--- config.mk ---
export PLATFORM = sky130hd
export DESIGN_NAME = hazard_stall_unit
export DESIGN_NICKNAME = d
export VERILOG_FILES = /design/src/rtl/hazard_stall_unit.sv
export SDC_FILE = /design/constraint.sdc
export NUM_CORES = 1
export LEC_CHECK = 0
export CORE_MARGIN = 10
export CORE_UTILIZATION = 38
export DETAILED_ROUTE_END_ITERATION = 10
export PLACE_DENSITY_LB_ADDON = 0.1
export SYNTH_ARGS = -nofsm -noshare
export SYNTH_HDL_FRONTEND = slang
export SYNTH_SLANG_ARGS = --single-unit
--- constraint.sdc ---
create_clock -name clk -period 2.15 [get_ports clk]
set_input_delay 0.5375 -clock clk [delete_from_list [all_inputs] [get_ports clk]]
set_output_delay 0.5375 -clock clk [all_outputs]
set_load 0.01 [all_outputs]
--- src/rtl/hazard_stall_unit.sv ---
// Load-use and ID-branch hazard detection with multi-cycle stall sequencing.
// Define HAZARD_BRANCH_ID_EN to enable the branch hazards resolved in ID.
module hazard_stall_unit #(
  parameter int REG_AW     = 5,
  parameter int LOAD_STALL = 1
) (
  input  logic              clk,
  input  logic              reset,
  input  logic              id_valid,
  input  logic [REG_AW-1:0] id_rs,
  input  logic [REG_AW-1:0] id_rt,
  input  logic              id_uses_rs,
  input  logic              id_uses_rt,
  input  logic              id_is_branch,
  input  logic              ex_regwrite,
  input  logic              ex_memread,
  input  logic [REG_AW-1:0] ex_rd,
  input  logic              mem_memread,
  input  logic              mem_regwrite,
  input  logic [REG_AW-1:0] mem_rd,
  input  logic              flush,
  output logic              pc_write,
  output logic              ifid_write,
  output logic              idex_bubble,
  output logic              stall_active,
  output logic [15:0]       stall_count
);

  localparam logic [0:0] IDLE  = 1'b0;
  localparam logic [0:0] STALL = 1'b1;

  localparam logic [3:0] LS  = 4'(LOAD_STALL);
  localparam logic [3:0] LS1 = 4'(LOAD_STALL + 1);

  logic [0:0] state;
  logic [3:0] cnt;
  logic [3:0] need;
  logic       exHit;
  logic       hazard;
  logic       stall;

  function automatic logic match(
    input logic              useFlag,
    input logic [REG_AW-1:0] src,
    input logic [REG_AW-1:0] dst,
    input logic              wr
  );
    return useFlag && (src == dst) && (dst != '0) && wr;
  endfunction

`ifdef HAZARD_BRANCH_ID_EN
  logic memHit;
`else
  logic unusedBranchIns;
  assign unusedBranchIns =
    ^{id_is_branch, mem_memread, mem_regwrite, mem_rd};
`endif

  // need = largest stall length among all coexisting hazards
  always_comb begin
    need  = 4'd0;
    exHit = match(id_uses_rs, id_rs, ex_rd, ex_regwrite)
          | match(id_uses_rt, id_rt, ex_rd, ex_regwrite);
    if (ex_memread && exHit && LS > need)
      need = LS;
`ifdef HAZARD_BRANCH_ID_EN
    memHit = match(id_uses_rs, id_rs, mem_rd, mem_regwrite)
           | match(id_uses_rt, id_rt, mem_rd, mem_regwrite);
    if (id_is_branch) begin
      if (exHit && !ex_memread && need < 4'd1)
        need = 4'd1;
      if (exHit && ex_memread && LS1 > need)
        need = LS1;
      if (mem_memread && memHit && LS > need)
        need = LS;
    end
`endif
  end

  assign hazard = (state == IDLE) && id_valid && !flush
                && (need != 4'd0);

  assign stall = reset
               && (hazard || (state == STALL && !flush));

  assign pc_write     = !stall;
  assign ifid_write   = !stall;
  assign stall_active = stall;
  assign idex_bubble  = reset && (stall || flush);

  always_ff @(posedge clk or negedge reset) begin
    if (!reset) begin
      state       <= IDLE;
      cnt         <= 4'd0;
      stall_count <= 16'd0;
    end else begin
      if (stall && stall_count != 16'hFFFF)
        stall_count <= stall_count + 16'd1;
      unique case (1'b1)
        (state == IDLE): begin
          if (hazard && need > 4'd1) begin
            state <= STALL;
            cnt   <= need - 4'd1;
          end
        end
        (state == STALL): begin
          if (flush || cnt <= 4'd1) begin
            state <= IDLE;
            cnt   <= 4'd0;
          end else begin
            cnt <= cnt - 4'd1;
          end
        end
        default: begin
          state <= IDLE;
          cnt   <= 4'd0;
        end
      endcase
    end
  end

endmodule

==> qor.yml <==
netlist_instances: 117
port-buffer-count: 42
setup_violations: 4
rrSetupSlack_ns: 0.16
rsz0062_at_grt: "yes"
drt-total-wl_um: 3520
yosysTopAreaCell: "dfrtp_1"
yosysMostFrequentCell: "dfrtp_1"
irDropWorstVdd_mv: 0.3041
setup_ws_ns: -0.2315
placed_area_um2: 1838
clkPwrFrac: 0.248
arrival_ns: 1.84
grt_start_max_net_pins: 17
cts_root_buf: "clkbuf_4"
swShare: 0.2629
routabilityCongestion: 0.8351
die_y_um: 76.40
synth_top_area_share: 0.4348
ant_nets: 0
power_switching_mw: 0.2090
htreeDepth: 1
syn_area_um2: 1209
cts.path.max_buffers: 2
regToRegEndpoint: "stall_count[15]$_DFFE_PN0P_"
dpl.cell_count: 221
drt-met1-wl_um: 1596
hold_viol_final: 0
clock.fmax_mhz: 419.9
violations: "setup timing"
cts-buffers-inserted: 3
ys_top_cells_by_count: "dfrtp_1, xnor2_1, xor2_1"
dr.pass1.iters: 4
ys_seq_area_frac: 0.4348
crit_chain: "buf_6 -> xnor2_2 -> nand4_1 -> buf_4 -> o22a_1 -> o21a_2 -> or2_4 -> inv_2 -> buf_6"
diodes: 0
syn-num-nets: 151
cpPeakStageDelay_ns: 0.25
internal_power_mw: 0.5860
grt_pass1_wl_um: 5947
hold_buffers: 0
design_area_um2: 2076
worst_path_most_repeated_cell: "buf_6"
grt_pass1_vias: 1170
track_usage: 0.1232
synthTopCellsByArea: "dfrtp_1, xnor2_1, xor2_1"
p_comb_frac: 0.217
finalCritPeriodShare: 1.108
top_level_ports: 51
start_util: 0.3959
clk_latency_ns: 0.32
relSlewSlack: 0.5804
path_clk_slew_ns: 0.13
drc: 0
layout_min_cycle_time_ns: 2.381
vias: 1135
yosysUniqueCellTypes: 33
required_ns: 1.61
startpoint_type: "primary input"
fin_nets: 229
worstHoldPathType: "flop to flop"
clock-sinks: 21
outcome: "finished with violations"
critPathSlowestCell: "or2_4"
via_per_inst: 4.769
min_path_cells: 1
maxCapViolations: 0
end_kind: "output port"
p_seq_frac: 0.535
ys.flop_type: "dfrtp_1"
hpwl_um: 2700
maxUsedRoutingLayer: "met4"
syn_to_final_growth_pct: 71.74
crit_fanout: 3
overflow: 0
drive_gt1_frac: 0.3763
met3_length_um: 160
dr.first_iter.drc_count: 24
synth-seq-cells: 21
whs_endpoint: "stall_count[10]$_DFFE_PN0P_"
std_cell_rows: 20
r2r_cells: 7
antenna_found_initial: 0
reg2reg_from: "stall_count[0]$_DFFE_PN0P_"
finalMaxSlewViolations: 0
die_x_um: 76.40
min_from: "stall_count[10]$_DFFE_PN0P_"
leakage_nw: 0.9705
critPathKind: "primary input to output port"
layoutNonFillerInstCount: 238
routed-wl-met2_um: 1730
cts_tree: "done"
tightestPinTransition_ns: 0.6197
wl_per_cell_um: 14.79
ys_async_sr_fraction: 1.000
avgSynthCellArea_um2: 10.33
finClkSkew_ns: 0.01841
powerDensity_nw_per_um2: 383.0
synth_edf_count: 0
core_um2: 3053
die_area_um2: 5836
ys.warnings.count: 0
place_ws_ns: -1.038
layer usage:
layer	track usage	vias to the layer above
li1	-	570
met1	0.1494	534
met2	0.2083	27
met3	0.03302	4
met4	0.03346	0
met5	0	-
state kept, by name, summed over array words and instances (netlist names):
| signal | flops |
|---|---|
| stall_count | 16 |
| state | 1 |
| cnt | 4 |
cells in the final DEF (no fill, tap or decap), drive strengths merged, types with 2 or more instances in the layout:
cell type,n
inv,6
xor2,11
nand4,6
dlygate4sd2,4
buf,45
dfrtp,21
nand2,11
clkdlybuf4s15,3
mux2,2
nand2b,2
dlymetal6s2s,2
nor2,8
clkbuf,4
nor4,4
xnor2,13
ha,3
o21ai,3
nand3,6
nor3,6
clkdlybuf4s50,19
area by class of cell:
type / count / area [um2]
fill: 262 / 977.2
clock buffer: 3 / 22.52
multi-input combinational: 89 / 765.7
timing repair buffer: 74 / 679.4
tap: 44 / 55.05
inverter: 6 / 22.52
sequential: 21 / 525.5
clock inverter: 1 / 5.005
cell families after synthesis:
kind of cell | count (synthesis) | synth area share
AOI/OAI and AO/OA | 13 | 0.09214
xor gates and xnor gates | 24 | 0.1739
adders and majority gates | 3 | 0.03106
buffers and inverters | 7 | 0.02485
DFF | 21 | 0.4348
muxes | 3 | 0.03002
and+or+nand+nor | 46 | 0.2133
worst max-delay path by stage:
stage                  start            to  cells past startpoint
finish              id_rt[3]  stall_active                      9
global placement    ex_rd[3]  stall_active                      8
global route        id_rt[3]  stall_active                      9
floorplan           ex_rd[1]      pc_write                      5
detailed placement  ex_rd[1]  stall_active                      8
CTS                 ex_rd[4]  stall_active                      7
power by group through the flow:
stage                     combinational, mW  sequential (mW)  clock, mW
after CTS                             0.174            0.425      0.205
after floorplan                      0.0382            0.437          0
final                                 0.172            0.426      0.197
after global routing                  0.186            0.429      0.226
after global placement                0.154            0.433          0
after detailed placement              0.156            0.433          0
critical path: cells and delay by family:
kind | cells | cell delay [ns]
AOI/OAI and AO/OA | 2 | 0.38
xor gates and xnor gates | 1 | 0.15
buffers and inverters | 4 | 0.39
and+or+nand+nor | 2 | 0.38
per-stage QoR:
step | util | TNS [ns] | hold WS (ns) | total power, mW
2_1_floorplan | - | -0.1384 | 0.2419 | 0.4757
3_3_place_gp | 0.6020 | -9.764 | 0.4832 | 0.5870
3_5_place_dp | 0.6020 | -10.35 | 0.4845 | 0.5894
4_1_cts | 0.6635 | -1.037 | 0.5051 | 0.8050
5_1_grt | 0.6799 | -1.106 | 0.5113 | 0.8419
6_report | 0.6799 | -0.7872 | 0.5003 | 0.7950
repair_timing:
| item | 4_1_cts | 5_1_grt |
|---|---|---|
| pin swaps | 24 | 14 |
| resized for setup | 90 | 11 |
| setup endpoints to repair | 17 | 16 |
| setup buffers | 14 | 3 |
| endpoints found under the hold margin | 0 | 0 |
| gates cloned | 0 | 0 |
No activity file was read; power rests on OpenSTA's default activity.
